$ cat config.mk
export PLATFORM = sky130hd
export DESIGN_NAME = chan_frame_collector
export DESIGN_NICKNAME = d
export VERILOG_FILES = /design/src/rtl/chan_stream_pkg.sv /design/src/rtl/frame_bank_ram.sv /design/src/rtl/chan_frame_collector.sv
export SDC_FILE = /design/constraint.sdc
export NUM_CORES = 1
export LEC_CHECK = 0
export ABC_CLOCK_PERIOD_IN_PS = 3400
export CORE_UTILIZATION = 35
export DETAILED_ROUTE_END_ITERATION = 10
export GPL_TIMING_DRIVEN = 0
export HOLD_SLACK_MARGIN = 0.02
export PLACE_DENSITY = 0.67
export SYNTH_ARGS = -nofsm -noshare
export SYNTH_HDL_FRONTEND = slang
export SYNTH_SLANG_ARGS = --single-unit
$ cat constraint.sdc
create_clock -name clk -period 3.4 [get_ports clk]
set_input_delay 0.34 -clock clk [delete_from_list [all_inputs] [get_ports clk]]
set_output_delay 0.34 -clock clk [all_outputs]
set_load 0.01 [all_outputs]
$ cat src/rtl/chan_stream_pkg.sv
// Shared sample-stream definitions for the filter output path and its sinks.
package chan_stream_pkg;

  localparam int DATA_W           = 16;
  localparam int DEF_CHANNELS     = 5;
  localparam int DEF_CHANNELS_PW2 = 7;
  localparam int FRAME_COUNT_W    = 16;

  typedef logic [DATA_W-1:0] sample_t;

endpackage

$ cat src/rtl/frame_bank_ram.sv
// Two banks of CHANNELS sample registers: one write port, one registered read port.
// Reads of a channel index beyond CHANNELS return zero.
module frame_bank_ram #(
  parameter int CHANNELS = 5,
  parameter int ADDR_W   = 7,
  parameter int DATA_W   = 16
) (
  input  logic              clk,
  input  logic              reset,
  input  logic              wr_en,
  input  logic              wr_bank,
  input  logic [ADDR_W-1:0] wr_addr,
  input  logic [DATA_W-1:0] wr_data,
  input  logic              rd_bank,
  input  logic [ADDR_W-1:0] rd_addr,
  output logic [DATA_W-1:0] rd_data
);

  logic [DATA_W-1:0] mem [2][CHANNELS];
  logic [DATA_W-1:0] rd_next;

  // Bank contents carry no reset; only published frames are ever read meaningfully.
  always_ff @(posedge clk) begin
    if (wr_en) begin
      for (int c = 0; c < CHANNELS; c++) begin
        if (wr_addr == ADDR_W'(c)) mem[wr_bank][c] <= wr_data;
      end
    end
  end

  always_comb begin
    rd_next = '0;
    for (int c = 0; c < CHANNELS; c++) begin
      if (rd_addr == ADDR_W'(c)) rd_next = mem[rd_bank][c];
    end
  end

  always_ff @(posedge clk or posedge reset) begin
    if (reset) rd_data <= '0;
    else       rd_data <= rd_next;
  end

endmodule

$ cat src/rtl/chan_frame_collector.sv
// Collects in-order per-channel samples into double-buffered frames; 1-cycle read latency.
// Only the last channel of a frame stalls, until the previously published frame is acked.
module chan_frame_collector #(
  parameter int CHANNELS     = chan_stream_pkg::DEF_CHANNELS,
  parameter int CHANNELS_PW2 = chan_stream_pkg::DEF_CHANNELS_PW2,
  parameter int DATA_W       = chan_stream_pkg::DATA_W
) (
  input  logic                    clk,
  input  logic                    reset,
  input  logic [DATA_W-1:0]       chan_in_sample,
  input  logic [CHANNELS_PW2-1:0] chan_in_num,
  input  logic                    chan_in_valid,
  output logic                    chan_in_read,
  output logic                    frame_valid,
  input  logic                    frame_ack,
  input  logic [CHANNELS_PW2-1:0] rd_addr,
  output logic [DATA_W-1:0]       rd_data,
  output logic [15:0]             frame_count,
  output logic                    err_seq,
  input  logic                    err_clr
);

  import chan_stream_pkg::*;

  localparam logic [CHANNELS_PW2-1:0] LAST_CH = CHANNELS_PW2'(CHANNELS - 1);
  localparam logic [CHANNELS_PW2:0]   NUM_CH  = (CHANNELS_PW2 + 1)'(CHANNELS);

  logic [CHANNELS_PW2-1:0] exp_ch;
  logic                    bank_sel;
  logic                    xfer;
  logic                    in_order;
  logic                    seq_err;
  logic                    frame_done;
  logic                    wr_en;

  assign chan_in_read = !reset && !(frame_valid && exp_ch == LAST_CH);
  assign xfer         = chan_in_valid && chan_in_read;
  assign in_order     = (chan_in_num == exp_ch) && ({1'b0, chan_in_num} < NUM_CH);
  assign seq_err      = xfer && !in_order;
  assign frame_done   = xfer && in_order && (exp_ch == LAST_CH);
  // A stray channel 0 restarts the frame rather than being thrown away.
  assign wr_en        = xfer && (in_order || chan_in_num == '0);

  always_ff @(posedge clk or posedge reset) begin
    if (reset) begin
      exp_ch      <= '0;
      bank_sel    <= 1'b0;
      frame_valid <= 1'b0;
      frame_count <= '0;
      err_seq     <= 1'b0;
    end else begin
      if (seq_err)         exp_ch <= (chan_in_num == '0) ? CHANNELS_PW2'(1) : '0;
      else if (frame_done) exp_ch <= '0;
      else if (xfer)       exp_ch <= exp_ch + 1'b1;

      if (frame_done) begin
        bank_sel    <= ~bank_sel;
        frame_count <= frame_count + FRAME_COUNT_W'(1);
      end

      if (frame_done)     frame_valid <= 1'b1;
      else if (frame_ack) frame_valid <= 1'b0;

      if (seq_err)      err_seq <= 1'b1;
      else if (err_clr) err_seq <= 1'b0;
    end
  end

  frame_bank_ram #(
    .CHANNELS (CHANNELS),
    .ADDR_W   (CHANNELS_PW2),
    .DATA_W   (DATA_W)
  ) u_banks (
    .clk     (clk),
    .reset   (reset),
    .wr_en   (wr_en),
    .wr_bank (bank_sel),
    .wr_addr (chan_in_num),
    .wr_data (chan_in_sample),
    .rd_bank (~bank_sel),
    .rd_addr (rd_addr),
    .rd_data (rd_data)
  );

endmodule

==> impl_metrics.yaml <==
outcome:
  status: "completed"
placed_design:
  place_congestion: 0.8088
  io_buffer_count: 66
  place_hpwl_um: 10910
  place_ws_ns: -0.03218
  post_dp_cell_area_um2: 9067
timing:
  maxSlewHeadroom_pct: 32.28
  slew_violations: 0
  rsz0062_at_grt: "false"
  timing.hold.ws_ns: 0.2509
  period_share_pct: 93.45
  finalSetupViolCount: 0
  period_minus_slack_ns: 3.177
  fmax_ghz: 0.3147
  worstMarginPinSlew_ns: 1.010
  setup_tns_ns: 0
  hold_viol: 0
  skew_ns: 0.01721
  setup_slack_ns: 0.2228
final_layout:
  multi_input_area_um2: 1937
  regArea_um2: 5856
  syn_to_final_growth_pct: 23.36
  final_area_um2: 9686
  most-common-layout-cells: "160 x edfxtp_1, 66 x clkdlybuf4s50_1, 42 x dfrtp_1"
  final_nets: 556
  diodes: 0
  nFillCells: 1911
  drive_above_1_share_pct: 18.57
  layout_commonest_cell: "edfxtp_1"
  fin_util_pct: 44.24
synth:
  synth_flop_cell: "edfxtp_1"
  synthSimpleGateAreaFrac_pct: 5.912
  ys_warn_count: 0
  synth_cells: 416
  syn_area_um2: 7851
  synthAdderAreaFrac_pct: 0.4781
  synth_top_family_by_area: "multiplexers"
  synth_mux_area_share_pct: 13.26
  ys_types: 45
  seq_area_frac_synth_pct: 74.58
  synth_edf_count: 160
  synth.avg_cell_area_um2: 18.87
  synthesis.nets: 454
  ys_async_sr_fraction_pct: 20.79
  synth-seq-cells: 202
  yosys.area.top_type: "edfxtp_1"
  synth_xor_area_share_pct: 2.008
  synthTopCellsByArea: "edfxtp_1 61%, dfrtp_1 13%, mux4_2 9.2%"
  yosysTopAreaCellShare_pct: 61.20
  synth-compound-area-share_pct: 2.295
critical_path:
  worstSetupPathType: "reg -> reg"
  worst_setup_path_end_kind: "register"
  cp.arrival_ns: 3.37
  worstReg2RegStart: "bank_sel$_DFFE_PP0P_"
  critical_path.max_fanout: 10
  regToRegSetupSlack_ns: 0.22
  required_ns: 3.60
  r2r_cells: 6
  cp-start-kind: "register"
  timing.rr.end: "u_banks.mem[1][49]$_DFFE_PP_"
clocking:
  clk_pin_slew_ns: 0.06
  cts_setup_buffers: 0
  root_buffer: "clkbuf_16"
  clock-sinks: 202
  hold_buffers: 0
  clock_path_buffers: 3
  cts_tree: "done"
  clock_latency_ns: 0.50
  numCtsBuffers: 21
  cts-htree-levels: 1
drt:
  via_per_inst: 4.984
  drt-initial-drc-count: 240
  wl_per_cell_um: 19.49
  via_count: 4052
  drt_wl_total_um: 15840
  ant_nets: 0
  drcViolationCount: 0
  dr.pass1.iters: 4
floorplanning:
  start_util_pct: 35.87
  io_pins: 70
  dieWidth_um: 151.8
  dieArea_um2: 23040
  core_um2: 21890
  row_count: 54
  fp.dieH_um: 151.8
power:
  cellLeakagePower_nw: 3.304
  powerDensity_nw_per_um2: 504.8
  ir_drop_mv: 0.2371
worst_hold_path:
  hp-class: "in -> reg"
  holdPathStages: 2
  min_to: "u_banks.mem[0][37]$_DFFE_PP_"
  min_from: "chan_in_num[0]"
run:
  drv_cap: 0
grt:
  grt.overflow.total: 0
  grt_util_all_layers_pct: 14.25
  grt_pass1_wl_um: 24190
  antenna_found_initial: 0
  grt_max_degree: 23
  grt_pass1_vias: 4166
[critical path: stages (launching register included)]
cell and delay (ns):
dfrtp_1 0.33, buf_2 0.30, buf_2 0.37, buf_1 0.61, nand2_1 0.25, nor3_2 0.77
buf_6 0.25
[per-stage QoR]
stage | std cells | power [W]
3_5_place_dp | 775 | 0.002896
4_1_cts | 813 | 0.004935
5_1_grt | 813 | 0.005051
2_1_floorplan | 416 | 0.002799
6_report | 813 | 0.004889
3_3_place_gp | 762 | 0.002883
[registers in the layout, indices dropped and copies added, names as in the netlist]
signal and count:
exp_ch 7, frame_valid 1, frame_count 16, u_banks.rd_data 16
bank_sel 1, u_banks.mem 160, err_seq 1
[timing repair]
item | in CTS | in global routing
endpoints found under the hold margin | 0 | 0
endpoints found under the setup margin | 0 | 9
resized for setup | 0 | 1
[power breakdown]
part | internal [W] | switching, W | total [W]
sequential | 0.00267 | 0.00000457 | 0.00268
clock | 0.00117 | 0.000873 | 0.00205
combinational | 0.0000766 | 0.0000875 | 0.000164
total | 0.00392 | 0.000965 | 0.00489
[final cells by class]
class                   instances  share of cell area (%)
plain buffers                  19                  0.9947
clock buffers                  32                   5.955
clock inverters                 6                  0.3617
inverters                       5                  0.1938
multi-input cells             190                   20.00
flip-flops and latches        202                   60.46
well taps                     280                   3.617
repair buffers                 79                   8.423
[cell usage after synthesis, drive strengths merged, types with 2 or more instances]
cell type,instances
a21oi,4
and2,5
and3,2
buf,11
clkbuf,8
dfrtp,42
edfxtp,160
ha,3
inv,5
mux2i,32
mux4,32
nand2,14
nand2b,7
nand3,8
nand4,6
nor2,8
nor3,12
nor4,6
o21ai,2
o22ai,17
or3,2
xnor2,15
xor2,3
[how the worst max path moves through the flow]
stage	from	to	slack, ns
after floorplan	exp_ch[3]$_DFFE_PP0P_	u_banks.mem[0][32]$_DFFE_PP_	0.03
after global placement	chan_in_num[2]	u_banks.mem[0][9]$_DFFE_PP_	-2.08
after detailed placement	chan_in_num[2]	u_banks.mem[0][22]$_DFFE_PP_	-0.03
after CTS	bank_sel$_DFFE_PP0P_	u_banks.mem[1][23]$_DFFE_PP_	0.16
after global routing	bank_sel$_DFFE_PP0P_	u_banks.mem[1][63]$_DFFE_PP_	0.001
final	bank_sel$_DFFE_PP0P_	u_banks.mem[1][49]$_DFFE_PP_	0.22
[metal layers]
metal  share of wire [%]  track usage [%]
met5                   0                0
met4                 1.7            3.119
met3                 4.6            2.485
met2                  51            24.93
met1                  43            18.48
[cells by family after synthesis]
kind of cell,count (synthesis)
xor gates and xnor gates,18
AOI/OAI and AO/OA,28
buffers and inverters,24
muxes,64
DFF,202
and+or+nand+nor,77
adders and majority gates,3
Power figures use the tool's default switching activity.
